<file path="config.mk">
export PLATFORM = sky130hd
export DESIGN_NAME = ps2_key_encoder
export DESIGN_NICKNAME = d
export VERILOG_FILES = /design/src/rtl/ps2_key_encoder.sv
export SDC_FILE = /design/constraint.sdc
export NUM_CORES = 1
export LEC_CHECK = 0
export CORE_UTILIZATION = 25
export DETAILED_ROUTE_END_ITERATION = 8
export DONT_BUFFER_PORTS = 1
export PLACE_DENSITY = 0.39
export SYNTH_ARGS = -nofsm -noshare
export SYNTH_HDL_FRONTEND = slang
export SYNTH_SLANG_ARGS = --single-unit
</file>
<file path="constraint.sdc">
create_clock -name clk_sys -period 3.6 [get_ports clk_sys]
set_input_delay 0.72 -clock clk_sys [delete_from_list [all_inputs] [get_ports clk_sys]]
set_output_delay 0.72 -clock clk_sys [all_outputs]
set_load 0.03 [all_outputs]
</file>
<file path="src/rtl/ps2_key_encoder.sv">
// PS/2 keyboard deserializer and prefix folder producing {toggle, pressed, extended, code} events.
// Event lands one cycle after the stop-bit sample; the keyboard cannot be stalled, so there is no backpressure.
module ps2_key_encoder #(
  parameter int FILT_LEN = 4,
  parameter int TIMEOUT  = 50000
) (
  input  logic        clk_sys,
  input  logic        reset,
  input  logic        ps2_clk,
  input  logic        ps2_data,
  output logic [10:0] ps2_key,
  output logic        byte_valid,
  output logic        byte_err
);

  localparam int FW = (FILT_LEN > 1) ? $clog2(FILT_LEN) : 1;
  localparam int TW = $clog2(TIMEOUT + 1);

  localparam logic [2:0] ST_IDLE    = 3'd0;
  localparam logic [2:0] ST_EXT     = 3'd1;
  localparam logic [2:0] ST_BRK     = 3'd2;
  localparam logic [2:0] ST_EXT_BRK = 3'd3;
  localparam logic [2:0] ST_SKIP    = 3'd4;

  logic          clk_meta, clk_sync;
  logic          data_meta, data_sync;
  logic          clk_filt;
  logic [FW-1:0] filt_cnt;
  logic          bit_evt;

  logic [3:0]    bit_cnt;
  logic [9:0]    shreg;
  logic [TW-1:0] to_cnt;

  logic          frame_done, frame_ok, timeout_hit, err_now;
  logic [7:0]    rx_byte;

  logic [2:0]    state, nxt_state;
  logic [2:0]    skip_cnt, nxt_skip;
  logic          emit, is_resp;

  // Idle-high reset values keep the synchronizers from faking a falling edge.
  always_ff @(posedge clk_sys) begin
    if (reset) begin
      clk_meta  <= 1'b1;
      clk_sync  <= 1'b1;
      data_meta <= 1'b1;
      data_sync <= 1'b1;
    end else begin
      clk_meta  <= ps2_clk;
      clk_sync  <= clk_meta;
      data_meta <= ps2_data;
      data_sync <= data_meta;
    end
  end

  always_ff @(posedge clk_sys) begin
    if (reset) begin
      clk_filt <= 1'b1;
      filt_cnt <= '0;
      bit_evt  <= 1'b0;
    end else begin
      bit_evt <= 1'b0;
      if (clk_sync == clk_filt) begin
        filt_cnt <= '0;
      end else if (filt_cnt == FW'(FILT_LEN - 1)) begin
        clk_filt <= clk_sync;
        filt_cnt <= '0;
        bit_evt  <= clk_filt;
      end else begin
        filt_cnt <= filt_cnt + 1'b1;
      end
    end
  end

  // shreg holds start..parity once ten bits are in; the stop bit is checked live.
  assign frame_done  = bit_evt && (bit_cnt == 4'd10);
  assign frame_ok    = frame_done && !shreg[0] && (^shreg[9:1]) && data_sync;
  assign timeout_hit = !bit_evt && (bit_cnt != 4'd0) && (to_cnt == TW'(TIMEOUT));
  assign err_now     = (frame_done && !frame_ok) || timeout_hit;
  assign rx_byte     = shreg[8:1];

  always_ff @(posedge clk_sys) begin
    if (reset) begin
      bit_cnt    <= 4'd0;
      shreg      <= '0;
      to_cnt     <= '0;
      byte_valid <= 1'b0;
      byte_err   <= 1'b0;
    end else begin
      byte_valid <= frame_ok;
      byte_err   <= err_now;
      if (bit_evt) begin
        to_cnt <= '0;
        if (frame_done) begin
          bit_cnt <= 4'd0;
        end else begin
          bit_cnt <= bit_cnt + 4'd1;
          shreg   <= {data_sync, shreg[9:1]};
        end
      end else begin
        if (to_cnt != TW'(TIMEOUT)) to_cnt <= to_cnt + 1'b1;
        if (timeout_hit) bit_cnt <= 4'd0;
      end
    end
  end

  always_comb begin
    is_resp = 1'b0;
    case (rx_byte)
      8'h00, 8'hAA, 8'hEE, 8'hFA, 8'hFC, 8'hFD, 8'hFE, 8'hFF: is_resp = 1'b1;
      default: is_resp = 1'b0;
    endcase
  end

  always_comb begin
    nxt_state = state;
    nxt_skip  = skip_cnt;
    emit      = 1'b0;
    if (err_now) begin
      nxt_state = ST_IDLE;
      nxt_skip  = 3'd0;
    end else if (frame_ok) begin
      if (state == ST_SKIP) begin
        if (skip_cnt != 3'd0) nxt_skip = skip_cnt - 3'd1;
        if (skip_cnt <= 3'd1) nxt_state = ST_IDLE;
      end else if (rx_byte == 8'hE1) begin
        nxt_state = ST_SKIP;
        nxt_skip  = 3'd7;
      end else if (rx_byte == 8'hE0) begin
        nxt_state = (state == ST_BRK || state == ST_EXT_BRK) ? ST_EXT_BRK : ST_EXT;
      end else if (rx_byte == 8'hF0) begin
        nxt_state = (state == ST_EXT || state == ST_EXT_BRK) ? ST_EXT_BRK : ST_BRK;
      end else if (state == ST_IDLE && is_resp) begin
        nxt_state = ST_IDLE;
      end else begin
        emit      = 1'b1;
        nxt_state = ST_IDLE;
      end
    end
  end

  always_ff @(posedge clk_sys) begin
    if (reset) begin
      state    <= ST_IDLE;
      skip_cnt <= 3'd0;
      ps2_key  <= 11'h000;
    end else begin
      state    <= nxt_state;
      skip_cnt <= nxt_skip;
      if (emit) begin
        ps2_key <= {~ps2_key[10],
                    !(state == ST_BRK || state == ST_EXT_BRK),
                    (state == ST_EXT || state == ST_EXT_BRK),
                    rx_byte};
      end
    end
  end

endmodule

</file>
==> flow_summary.toml <==
[finish]
layout.nets = 350
post-route-util_pct = 29.10
areaGrowthSynthToFinish_pct = 12.58
drive_gt1_share_pct = 9.146
num_antenna_cells = 0
nFillCells = 1167
final_area_um2 = 3168
layout.cells.non_filler = 468

[clock_network]
clockRootBuffer = "clkbuf_8"
h-tree-depth = 3
postCtsSetupRepairBufs = 0
numCtsBuffers = 9
cts_tree = "built"
cts_sinks = 57
clockBufferDepth = 2
clock_latency_ns = 0.34
postCtsHoldBufs = 0
ctsResizeCount = 0
clk_pin_slew_ns = 0.07

[power]
power_frac_seq_pct = 45.8
p_int_w = 0.001118
pwr-share-clk_pct = 53.0
vdd_drop_max_v = 0.0001497
swShare_pct = 19.99
p_leak_nw = 1.069
pwr-share-comb_pct = 1.2
p_switching_w = 0.0002793
p_per_area_nw_per_um2 = 441.0

[drt]
viasPerCell = 4.545
ant_nets = 0
dr.pass1.iters = 4
vias = 2127
drt_iter0_markers = 105
drc = 0
totalWireLength_um = 6062
wl_per_cell_um = 12.95

[critical_path]
arrival_ns = 2.72
worstRegToRegCells = 7
reg2reg_slack_ns = 1.14
cp.required_ns = 3.87
cp_cell_sequence = "inv_1, ha_1, xnor3_2, xnor2_2, or2_1, or3_1, a21oi_1"
r2r_end = "ps2_key[10]"
critPathCapture = "ps2_key[10]"
crit_slowest_cell = "or2_1"
critPathLaunch = "shreg[7]"
crit_type = "reg -> reg"
cp-end-kind = "register"
worst-path-max-fanout = 18
slowest_delay_ns = 0.45
r2r-start = "shreg[7]"
start_kind = "register"

[timing]
rsz0062_at_grt = "false"
tns_ns = 0
slew_headroom_pct = 38.15
setup_violations = 0
slew_violations = 0
fin_crit_ns = 2.455
hold_violations = 0
max_freq_mhz = 407.3
skew_ns = 0.01606
post-route-period-util_pct = 68.20
worst-slew-pin-transition_ns = 0.9215

[synth]
synth_edf_count = 0
synthCells = 325
ys_async_sr_fraction_pct = 0
avgSynthCellArea_um2 = 8.658
ys_seq_area_share_pct = 40.55
ys_ff_latch = 57
ys_types = 44
ys_warn_count = 0
synth_fp_nets = 351
synth_flop_cell = "dfxtp_1"
synth_area_um2 = 2814

[global_routing]
antenna_found_initial = 0
grt_pass1_wl_um = 10470
gr-total-overflow = 0
grt_pass1_vias = 2014
grt_max_degree = 36
grt_usage_pct = 11.64

[placed_design]
place_inst = 453
placed_cell_area_um2 = 2927
dp_hpwl_um = 4191
port_buffers = 0
place_congestion = 0.7497

[min_path]
min_path_type = "reg -> reg"
hold_path.startpoint = "clk_meta"

[floorplanning]
die_w_um = 108.1
core_um2 = 10890
rows = 38
io_pins = 17
die_area_um2 = 11680
start_util_pct = 25.84
dieHeight_um = 108.1

[outcome]
status = "finished clean"

[flow_run]
cap_violations = 0
==> state kept, by name, summed over array words and instances, names as in the netlist <==
register,cells
byte_err,1
filt_cnt,2
byte_valid,1
clk_meta,1
clk_filt,1
clk_sync,1
bit_evt,1
data_meta,1
skip_cnt,3
ps2_key,11
bit_cnt,4
to_cnt,16
shreg,10
data_sync,1
state,3
==> worst min-delay path by stage <==
stage	end	slack [ns]	cells past startpoint
after floorplan	clk_sync	0.39	1
after global placement	clk_sync	0.39	1
after detailed placement	clk_sync	0.39	1
after CTS	clk_sync	0.41	1
after global routing	shreg[3]	0.42	1
final	clk_sync	0.41	1
==> kinds of logic (layout without fill, tap and decap cells) <==
group / Yosys count / after routing / share of synthesized area, %
buffers and inverters: 33 / 36 / 5.158
muxes: 2 / 2 / 0.7115
AOI/OAI and AO/OA: 72 / 72 / 15.07
xor gates and xnor gates: 17 / 17 / 6.092
adders and majority gates: 22 / 22 / 9.782
DFF: 57 / 57 / 40.55
and+or+nand+nor: 122 / 122 / 22.63
==> per-stage QoR <==
stage               hold slack [ns]  power [W]  setup slack (ns)
CTS                          0.4075   0.001425             1.121
detailed placement           0.3929  0.0006716             1.144
floorplan                    0.3895  0.0006731             1.459
global route                 0.4236   0.001459            0.8981
global placement             0.3948  0.0006713             1.213
finish                       0.4095   0.001397             1.145
==> layout make-up <==
| type | count | area (um^2) | area share (%) |
|---|---|---|---|
| multi-input cells | 235 | 1528 | 48.22 |
| inverters | 20 | 75.07 | 2.370 |
| clock buffers | 10 | 137.6 | 4.344 |
| repair buffers | 1 | 7.507 | 0.2370 |
| well taps | 140 | 175.2 | 5.529 |
| clock inverters | 5 | 103.9 | 3.278 |
| flip-flops and latches | 57 | 1141 | 36.02 |
==> synthesized netlist by cell type, drive strengths merged (3+ instances only) <==
cell / count / share of area (%)
and2: 4 / 0.89
xor2: 8 / 2.5
xnor2: 8 / 2.8
inv: 20 / 2.7
nand2: 35 / 4.7
nand4: 6 / 1.3
or2: 7 / 1.6
buf: 4 / 0.93
a22oi: 3 / 0.80
ha: 22 / 9.8
nand3: 12 / 2.1
clkbuf: 9 / 1.6
dfxtp: 57 / 41
a21oi: 36 / 6.4
o21ai: 22 / 4.0
nand4b: 3 / 0.93
or3: 5 / 1.1
nor3: 6 / 1.1
nor2: 29 / 3.9
a311oi: 3 / 0.93
==> critical path: cells and delay by family, from the launching register on <==
family / cells / cell delay, ns
buf+inv: 1 / 0.09
xor+xnor: 2 / 0.56
simple gates: 2 / 0.87
fa+ha+maj: 1 / 0.32
compound gates: 1 / 0.14
flops: 1 / 0.42
==> cells in the final DEF (no fill, tap or decap), drive strengths merged, types with 3 or more instances in the layout <==
cell     n
dfxtp   57
nand4b   3
nand2   35
or3      5
ha      22
clkbuf  10
inv     20
a21oi   36
and2     4
nor2    29
xor2     8
or2      7
a311oi   3
xnor2    8
bufinv   3
a22oi    3
nand3   12
nor3     6
nand4    6
o21ai   22
==> power groups by stage <==
stage	clock [W]	sequential, W	combinational (W)
2_1_floorplan	0	0.000653	0.0000203
3_3_place_gp	0	0.000654	0.0000175
3_5_place_dp	0	0.000654	0.0000178
4_1_cts	0.000768	0.000639	0.0000179
5_1_grt	0.000799	0.000640	0.0000199
6_report	0.000741	0.000639	0.0000171
==> layer usage <==
metal / GRT usage, % / vias to the layer above / wire length, um
met5: 0 / - / 0
met4: 5.186 / 0 / 129
met3: 3.496 / 10 / 210
met2: 16.01 / 22 / 2452
met1: 16.45 / 978 / 3271
li1: - / 1117 / -
Note: power is estimated with default switching activity, not from simulation.
